$ cat src/rtl/dbf_line_seq.sv
// -----------------------------------------------------------------------------
// dbf_line_seq
// Scan-line sequencer for a digital receive beamformer. One line_trig runs a
// line through TX -> SETTLE -> RX -> DONE. Phases whose latched length is zero
// are skipped. During RX the focal-zone LUT address steps every zone_len
// samples and saturates at last_zone.
//
// Ports
//   clk          : single rising-edge clock
//   rst_n        : asynchronous active-low reset
//   line_trig    : one-cycle request to start a scan line (ignored while busy)
//   abort        : synchronous line cancel, wins over line_trig
//   tx_len       : transmit-window length in cycles
//   settle_len   : idle cycles between TX and RX
//   rx_len       : receive-window length in samples
//   zone_len     : samples per focal zone (0 behaves as 1)
//   last_zone    : highest valid LUT address
//   tx_en        : transmit window
//   start        : receive-beamforming enable
//   dbf_lut_addr : current focal-zone LUT address
//   dbf_lut_we   : one-cycle LUT advance strobe
//   busy         : high in every state except IDLE
//   line_done    : one-cycle end-of-line pulse
//   err_retrig   : one-cycle pulse, line_trig seen while busy
// -----------------------------------------------------------------------------
module dbf_line_seq #(
   parameter int ADDR_WD = 8,
   parameter int CNT_WD  = 16
) (
   input  logic               clk,
   input  logic               rst_n,
   input  logic               line_trig,
   input  logic               abort,
   input  logic [CNT_WD-1:0]  tx_len,
   input  logic [CNT_WD-1:0]  settle_len,
   input  logic [CNT_WD-1:0]  rx_len,
   input  logic [CNT_WD-1:0]  zone_len,
   input  logic [ADDR_WD-1:0] last_zone,
   output logic               tx_en,
   output logic               start,
   output logic [ADDR_WD-1:0] dbf_lut_addr,
   output logic               dbf_lut_we,
   output logic               busy,
   output logic               line_done,
   output logic               err_retrig
);

   typedef enum logic [2:0] {
      S_IDLE   = 3'd0,
      S_TX     = 3'd1,
      S_SETTLE = 3'd2,
      S_RX     = 3'd3,
      S_DONE   = 3'd4
   } state_t;

   localparam logic [CNT_WD-1:0]  CNT_ZERO  = '0;
   localparam logic [CNT_WD-1:0]  CNT_ONE   = {{(CNT_WD-1){1'b0}}, 1'b1};
   localparam logic [ADDR_WD-1:0] ADDR_ONE  = {{(ADDR_WD-1){1'b0}}, 1'b1};

   state_t             state_q;
   logic [CNT_WD-1:0]  cnt_q;        // cycles remaining in the current phase after this one
   logic [CNT_WD-1:0]  zcnt_q;       // 1-based index of the current sample inside its zone
   logic [CNT_WD-1:0]  settle_q;
   logic [CNT_WD-1:0]  rx_q;
   logic [CNT_WD-1:0]  zone_q;
   logic [ADDR_WD-1:0] last_q;
   logic [ADDR_WD-1:0] addr_q;
   logic               tx_en_q;
   logic               start_q;
   logic               we_q;
   logic               busy_q;
   logic               done_q;
   logic               err_q;

   // Phase-entry decision: lengths still ahead of the current state
   logic [CNT_WD-1:0]  l_tx;
   logic [CNT_WD-1:0]  l_set;
   logic [CNT_WD-1:0]  l_rx;
   state_t             ent_state;
   logic [CNT_WD-1:0]  ent_cnt;
   logic               do_enter;

   // Zone stepping
   logic [CNT_WD-1:0]  zone_eff;
   logic [CNT_WD-1:0]  zcnt_next;
   logic               adv;

   always_comb begin
      l_tx  = CNT_ZERO;
      l_set = CNT_ZERO;
      l_rx  = CNT_ZERO;
      case (state_q)
         S_IDLE: begin
            // Straight from the ports: this is the cycle they get latched
            l_tx  = tx_len;
            l_set = settle_len;
            l_rx  = rx_len;
         end
         S_TX: begin
            l_set = settle_q;
            l_rx  = rx_q;
         end
         S_SETTLE: begin
            l_rx  = rx_q;
         end
         default: ;
      endcase

      // First phase with a non-zero length wins; the counter is loaded with
      // length-1 so an all-ones length never needs a wider counter.
      ent_state = S_DONE;
      ent_cnt   = CNT_ZERO;
      if (l_tx != CNT_ZERO) begin
         ent_state = S_TX;
         ent_cnt   = l_tx - CNT_ONE;
      end else if (l_set != CNT_ZERO) begin
         ent_state = S_SETTLE;
         ent_cnt   = l_set - CNT_ONE;
      end else if (l_rx != CNT_ZERO) begin
         ent_state = S_RX;
         ent_cnt   = l_rx - CNT_ONE;
      end

      do_enter = ((state_q == S_IDLE)   && line_trig) ||
                 ((state_q == S_TX)     && (cnt_q == CNT_ZERO)) ||
                 ((state_q == S_SETTLE) && (cnt_q == CNT_ZERO));
   end

   always_comb begin
      zone_eff  = (zone_q == CNT_ZERO) ? CNT_ONE : zone_q;
      zcnt_next = (zcnt_q >= zone_eff) ? CNT_ONE : zcnt_q + CNT_ONE;
      // Advance when the next sample closes a zone. cnt_q > 1 guarantees the
      // next sample exists and is not the last one of the line.
      adv = (state_q == S_RX) && (cnt_q > CNT_ONE) &&
            (zcnt_next == zone_eff) && (addr_q != last_q);
   end

   always_ff @(posedge clk or negedge rst_n) begin
      if (!rst_n) begin
         state_q  <= S_IDLE;
         cnt_q    <= '0;
         zcnt_q   <= '0;
         settle_q <= '0;
         rx_q     <= '0;
         zone_q   <= '0;
         last_q   <= '0;
         addr_q   <= '0;
         tx_en_q  <= 1'b0;
         start_q  <= 1'b0;
         we_q     <= 1'b0;
         busy_q   <= 1'b0;
         done_q   <= 1'b0;
         err_q    <= 1'b0;
      end else if (abort) begin
         state_q  <= S_IDLE;
         cnt_q    <= '0;
         zcnt_q   <= '0;
         addr_q   <= '0;
         tx_en_q  <= 1'b0;
         start_q  <= 1'b0;
         we_q     <= 1'b0;
         busy_q   <= 1'b0;
         done_q   <= 1'b0;
         err_q    <= 1'b0;
      end else begin
         we_q  <= 1'b0;
         done_q <= 1'b0;
         err_q <= line_trig && (state_q != S_IDLE);

         if ((state_q == S_IDLE) && line_trig) begin
            settle_q <= settle_len;
            rx_q     <= rx_len;
            zone_q   <= zone_len;
            last_q   <= last_zone;
         end

         if (do_enter) begin
            state_q <= ent_state;
            cnt_q   <= ent_cnt;
            zcnt_q  <= CNT_ONE;
            addr_q  <= '0;
            tx_en_q <= (ent_state == S_TX);
            start_q <= (ent_state == S_RX);
            done_q  <= (ent_state == S_DONE);
            busy_q  <= 1'b1;
         end else begin
            case (state_q)
               S_TX, S_SETTLE: begin
                  cnt_q <= cnt_q - CNT_ONE;
               end
               S_RX: begin
                  if (cnt_q == CNT_ZERO) begin
                     state_q <= S_DONE;
                     start_q <= 1'b0;
                     done_q  <= 1'b1;
                     addr_q  <= '0;
                     zcnt_q  <= '0;
                  end else begin
                     cnt_q  <= cnt_q - CNT_ONE;
                     zcnt_q <= zcnt_next;
                     if (adv) begin
                        addr_q <= addr_q + ADDR_ONE;
                        we_q   <= 1'b1;
                     end
                  end
               end
               S_DONE: begin
                  state_q <= S_IDLE;
                  busy_q  <= 1'b0;
               end
               default: ;
            endcase
         end
      end
   end

   assign tx_en        = tx_en_q;
   assign start        = start_q;
   assign dbf_lut_addr = addr_q;
   assign dbf_lut_we   = we_q;
   assign busy         = busy_q;
   assign line_done    = done_q;
   assign err_retrig   = err_q;

endmodule

$ cat config.mk
export PLATFORM = sky130hd
export DESIGN_NAME = dbf_line_seq
export DESIGN_NICKNAME = d
export VERILOG_FILES = /design/src/rtl/dbf_line_seq.sv
export SDC_FILE = /design/constraint.sdc
export NUM_CORES = 1
export LEC_CHECK = 0
export CAP_MARGIN = 20
export CORE_MARGIN = 2
export CORE_UTILIZATION = 57
export CTS_CLUSTER_DIAMETER = 120
export CTS_CLUSTER_SIZE = 20
export DETAILED_ROUTE_END_ITERATION = 10
export PLACE_DENSITY = 0.77
export SYNTH_ARGS = -nofsm -noshare
export SYNTH_HDL_FRONTEND = slang
export SYNTH_SLANG_ARGS = --single-unit
$ cat constraint.sdc
create_clock -name clk -period 4.8 [get_ports clk]
set_clock_uncertainty 0.2 [all_clocks]
set_input_delay 0.72 -clock clk [delete_from_list [all_inputs] [get_ports clk]]
set_output_delay 0.72 -clock clk [all_outputs]
set_load 0.01 [all_outputs]
# --- Word-level counts from Yosys, hierarchy flattened ---
# Cells that the tools add are included.
word_totals:
  wordCells: 110
  output_inout_bits: 14
  register_bits: 105
classes:
  n_mux: 47
  n_bitwise: 1
  magnitude_cmp: 2
  n_addsub: 6
  reduce_logical: 29
  n_eq_ne: 11
op_table:
  columns: ["cell", "n"]
  rows:
  - ["2-to-1 mux 16 bit", 13]
  - ["case mux 16 bit (2 select lines)", 3]
  - ["subtractor 16 x 1 -> 16 bit (second input constant)", 4]
  - ["nonzero test 16 bit", 3]
  - ["2-to-1 mux 8 bit", 5]
  - ["logical NOT 16 bit", 2]
  - ["2-to-1 mux 1 bit", 19]
  - ["2-to-1 mux 3 bit", 6]
  - ["adder 16 x 1 -> 16 bit (second input constant)", 1]
  - ["equality test 16 bit", 1]
  - ["greater-or-equal comparator 16 bit", 1]
  - ["greater-than comparator 16 x 1 -> 1 bit (second input constant)", 1]
  - ["nonzero test 3 bit", 4]
  - ["nonzero test 4 bit", 3]
  - ["AND reduction 2 bit", 5]
  - ["equality test 3 x 2 -> 1 bit (second input constant)", 3]
  - ["adder 8 x 1 -> 8 bit (second input constant)", 1]
  - ["inequality test 4 bit (second input constant)", 2]
  - ["inequality test 8 bit", 1]
  - ["logical AND 1 bit", 7]
  - ["equality test 3 x 1 -> 1 bit (second input constant)", 2]
  - ["equality test 3 bit (second input constant)", 2]
  - ["case mux 3 bit (2 select lines)", 1]
  - ["logical NOT 3 bit", 1]
  - ["4 further kinds", 5]

# --- Longest topological paths before layout ---
depth:
  word_depth: 12
  ltp_mapped: 15
  depth_no_buf: 13

# --- Least setup slack after synthesis ---
# Ideal clock, no wire load.
synth_path:
  path_type: "reg2reg"
  start: "register zone_q[4]"
  end: "register addr_q[4], in the netlist dbf_lut_addr[4]"
  setup_ns: 0.082
  arrival_ns: 3.767
  path_buffers: 2
  synth_period_minus_slack_ns: 4.049
  setup_slack_ns: 0.751
  stages_incl_launch_ff: 16
  required_time_ns: 4.518
  cell_sequence: "dfrtp_1 > clkbuf_1 > nor4_1 > a41oi_1 > inv_1 > ha_1 > nand2b_1 > a2111o_1 > a311oi_2 > and2_1 > buf_2 > o21ai_1 > a2111oi_4 > nand3_2 > or4_1 > a31oi_1"
synth_via:
  elab_chain_len: 9
synth_rtl:
  columns: ["item", "line", "text"]
  rows:
  - ["from (decl)", "65", "logic [CNT_WD-1:0] zone_q;"]
  - ["from (signal assigned)", "173", "zone_q <= zone_len;"]
  - ["logical NOT 16 bit", "130", "zone_eff = (zone_q == CNT_ZERO) ? CNT_ONE : zone_q;"]
  - ["2-to-1 mux 16 bit *", "130", null]
  - ["greater-or-equal comparator 16 bit", "131", "zcnt_next = (zcnt_q >= zone_eff) ? CNT_ONE : zcnt_q + CNT_ONE;"]
  - ["2-to-1 mux 16 bit", "131", null]
  - ["equality test 16 bit *", "135", "(zcnt_next == zone_eff) && (addr_q != last_q);"]
  - ["logical AND 1 bit *", "134", "adv = (state_q == S_RX) && (cnt_q > CNT_ONE) &&"]
  - ["logical AND 1 bit *", "135", null]
  - ["nonzero test 4 bit (no line) *", null, null]
  - ["AND reduction 2 bit (no line) *", null, null]
  - ["to (signal assigned)", "202", "addr_q <= addr_q + ADDR_ONE;"]
  - ["to (decl)", "67", "logic [ADDR_WD-1:0] addr_q;"]
# Mark *: on every way between the ends. The rest lies on a longest branch, timed or not.
# A chain may end at the register's enable or synchronous reset.

# --- Final worst setup path ---
layout_path:
  start: "register zone_q[2]"
  end: "register addr_q[3], in the netlist dbf_lut_addr[3]"
# The elaborated chain is that of the path after synthesis.

==> impl_results.md <==
* Run status: finished clean
* CTS buffer count at 9
* Ys flop type: dfrtp_1
* PortBufs at just under 90
* Final Core Density at between 60% and 70%
* Worst IR Drop VDD at slightly below 200 µV
* Final Hold Viols at 0
* CP Capture Type: flop
* Leak Pwr at 3.60 nW
* Initial DRT Pass Iterations at 5
* Cts hold-fix bufs at 0
* Sum Neg Setup Slack at 0 ns
* Area Overhead vs Synth at 17.9%
* Fill count at between 1,000 and 1,500
* Final nets at between 1,000 and 1,500
* Num ports at 90
* Yosys cell types at 73
* Cell Area, Synth at ~7700 µm²
* CTS tree: built
* Max Freq at approximately 0.22 GHz
* Syn Area/Cell at 8.73 µm²
* Post-synth EDFFs at 0
* Vias in the first global route at roughly 6,800
* Clock transition at path regs at 0.08 ns
* Kind of start point of the critical path: flop
* # setup viols final at 0
* WL per Instance at 19.6 µm
* Height of the die at between 100 and 150 µm
* Worst r2r src: zone_q[2]
* Flop and latch count out of synthesis at around 110
* Initial antenna violation count at 0
* Most common cell in the netlist: dfrtp_1
* Post-synth top area share at about 34%
* Final worst path period share at 94.3%
* RePlAce Congestion at ~0.98
* WL final at roughly 22,000 µm
* Slew @ Worst Pin at between 0.9 and 1 ns
* Seq/Total Area, Yosys at about a third
* Share of cells above drive strength 1 at under 10%
* Worst-path fanout max at 10
* Post-synth net total at about 980
* Initial Util at 58.2%
* Initial detailed-routing violation count at between 600 and 700
* Vias/cell at 6.36
* Post-DP HPWL at around 17,000 µm
* Remaining global-route overflow at 0
* ANT cells at 0
* Fin crit period at ~4.5 ns
* Worst R2R Path Depth at 13
* Async SR Flop Fraction at between 90% and 100%
* Ys Warns at 0
* Row Count at 42
* CTS Root Cell: clkbuf_16
* Top cells by instance count after synthesis: dfrtp_1 (105), nand2_1 (83), nor2_1 (83)
* Pwr Density at between 300 and 400 nW/µm²
* Overall routing resource usage at roughly 31%
* Worst skew pair latency at between 0.3 and 0.4 ns
* Worst r2r dst: dbf_lut_addr[3]
* Fin. max-slew vios at 0
* Mapped Cells at 879
* Die width at between 100 and 150 µm
* Maximum buffer depth of the clock tree at 2
* Die area at approximately 14,000 µm²
* Final Instance Area at between 9000 and 10,000 µm²
* Clock sinks at between 100 and 150
* Global-route wire length before repair at around 35,000 µm
* Critical path class: reg -> reg
* Core Area at roughly 13,000 µm²
* DRC viols at 0
* Area leader, netlist: dfrtp_1
* DR vias at 7,178
* Hold Crit Class: in -> async
* R2R Setup Slk at 0.27 ns
* Slew Limit Headroom at 34.7%
* Synth top area cells: dfrtp_1 (34%), mux2_2 (6.3%), xnor2_1 (5.3%)
* WP data required at approximately 4.9 ns
* Placed inst area at around 8700 µm²
* Power Total at between 2 and 3 mW
* Largest net degree at the start of global routing at 73
* Max cap viols at 0
* Antenna Nets Post-Route at 0
* Hold WS at approximately 0.31 ns
* Max H-tree Level at 3
* RSZ-0062 raised after global routing: false
* Worst EP arrival at 4.60 ns
critical path: stages, from the launching register on:
cell	delay [ns]
dfrtp_1	0.42
nor4_1	0.40
a41oi_1	0.26
inv_1	0.14
ha_1	0.23
nand2b_1	0.14
a2111o_1	0.42
a311oi_2	0.41
and2_2	0.33
o21ai_1	0.14
a2111oi_4	0.38
nand3_2	0.25
or4_1	0.53
a31oi_1	0.18
layout by cell type, fill, tap and decap left out, types with 4 or more instances in the layout:
cell	instances
mux2_2	43
dfrtp_1	105
a31oi_1	9
and4_1	4
a211oi_1	7
o21ai_1	14
ha_1	23
nand3_1	31
a32oi_1	4
mux2i_1	32
a2bb2oi_1	5
o21a_1	5
and2_1	8
nor4_1	15
a21o_1	7
nor2_1	82
buf_4	16
or3_1	12
o2bb2ai_1	12
and3_1	8
xnor2_1	46
o211ai_1	12
clkdlybuf4s50_1	88
nand2_1	83
o21ai_0	46
nand2b_1	8
inv_1	25
a22o_1	5
nand3b_1	4
or4_1	7
o221ai_1	6
o41ai_1	4
xor2_1	22
clkbuf_16	9
a21oi_1	47
nand4_1	11
nor3_1	26
a22oi_1	5
report_power, final:
part | internal, mW | switching, mW | total, mW
Sequential | 1.01 | 0.112 | 1.12
Combinational | 0.356 | 0.438 | 0.794
Clock | 0.422 | 0.379 | 0.801
Total | 1.79 | 0.930 | 2.72
per-stage QoR:
step / setup slack (ns) / std cells
2_1_floorplan: 0.751 / 879
4_1_cts: 0.0822 / 1128
5_1_grt: 0.0340 / 1129
6_report: 0.273 / 1129
3_5_place_dp: 0.0809 / 1112
3_3_place_gp: 0.217 / 1112
state kept, by name (all words and copies together) (netlist names), 3 cells and up:
name          flops
last_q            8
zcnt_q           16
state_q           3
rx_q             16
dbf_lut_addr      8
settle_q         16
cnt_q            16
zone_q           16
worst max-delay path by stage:
| stage | startpoint | to | slack, ns | depth (start not counted) |
|---|---|---|---|---|
| finish | zone_q[2] | dbf_lut_addr[3] | 0.27 | 13 |
| global route | zone_q[6] | dbf_lut_addr[5] | 0.03 | 13 |
| CTS | zone_q[6] | dbf_lut_addr[3] | 0.08 | 13 |
| detailed placement | zone_q[6] | dbf_lut_addr[3] | 0.08 | 13 |
| global placement | zone_q[6] | dbf_lut_addr[5] | 0.22 | 13 |
| floorplan | zone_q[4] | dbf_lut_addr[4] | 0.75 | 15 |
kinds of logic after synthesis:
logic type	synth area share, %
flops	34.3
simple gates	20.5
compound gates	18.9
xor+xnor	8.06
mux	10.6
fa+ha+maj	3.75
buf+inv	3.90
layout make-up:
cell class                 instances  area [µm²]  share of cell area [%]
multi-input combinational        701        4760                    52.6
inverter                          26        97.6                    1.08
sequential                       105        2630                    29.0
clock inverter                     7        95.1                    1.05
timing repair buffer             105        1020                    11.3
clock buffer                       9         225                    2.49
tap                              176         220                    2.43
repair_timing:
item                       in CTS  in global routing
gates resized for setup         0                  2
setup endpoints to repair       0                  7
buffers inserted                0                  0
metal layers:
metal | share of wire, % | vias up | global-route usage [%]
met5 | 0 | - | 0
met4 | 2.3 | 0 | 9.41
met3 | 6.5 | 40 | 5.18
met2 | 45 | 282 | 47.2
met1 | 47 | 3491 | 45.5
li1 | - | 3365 | -
No activity file was read; power rests on OpenSTA's default activity.
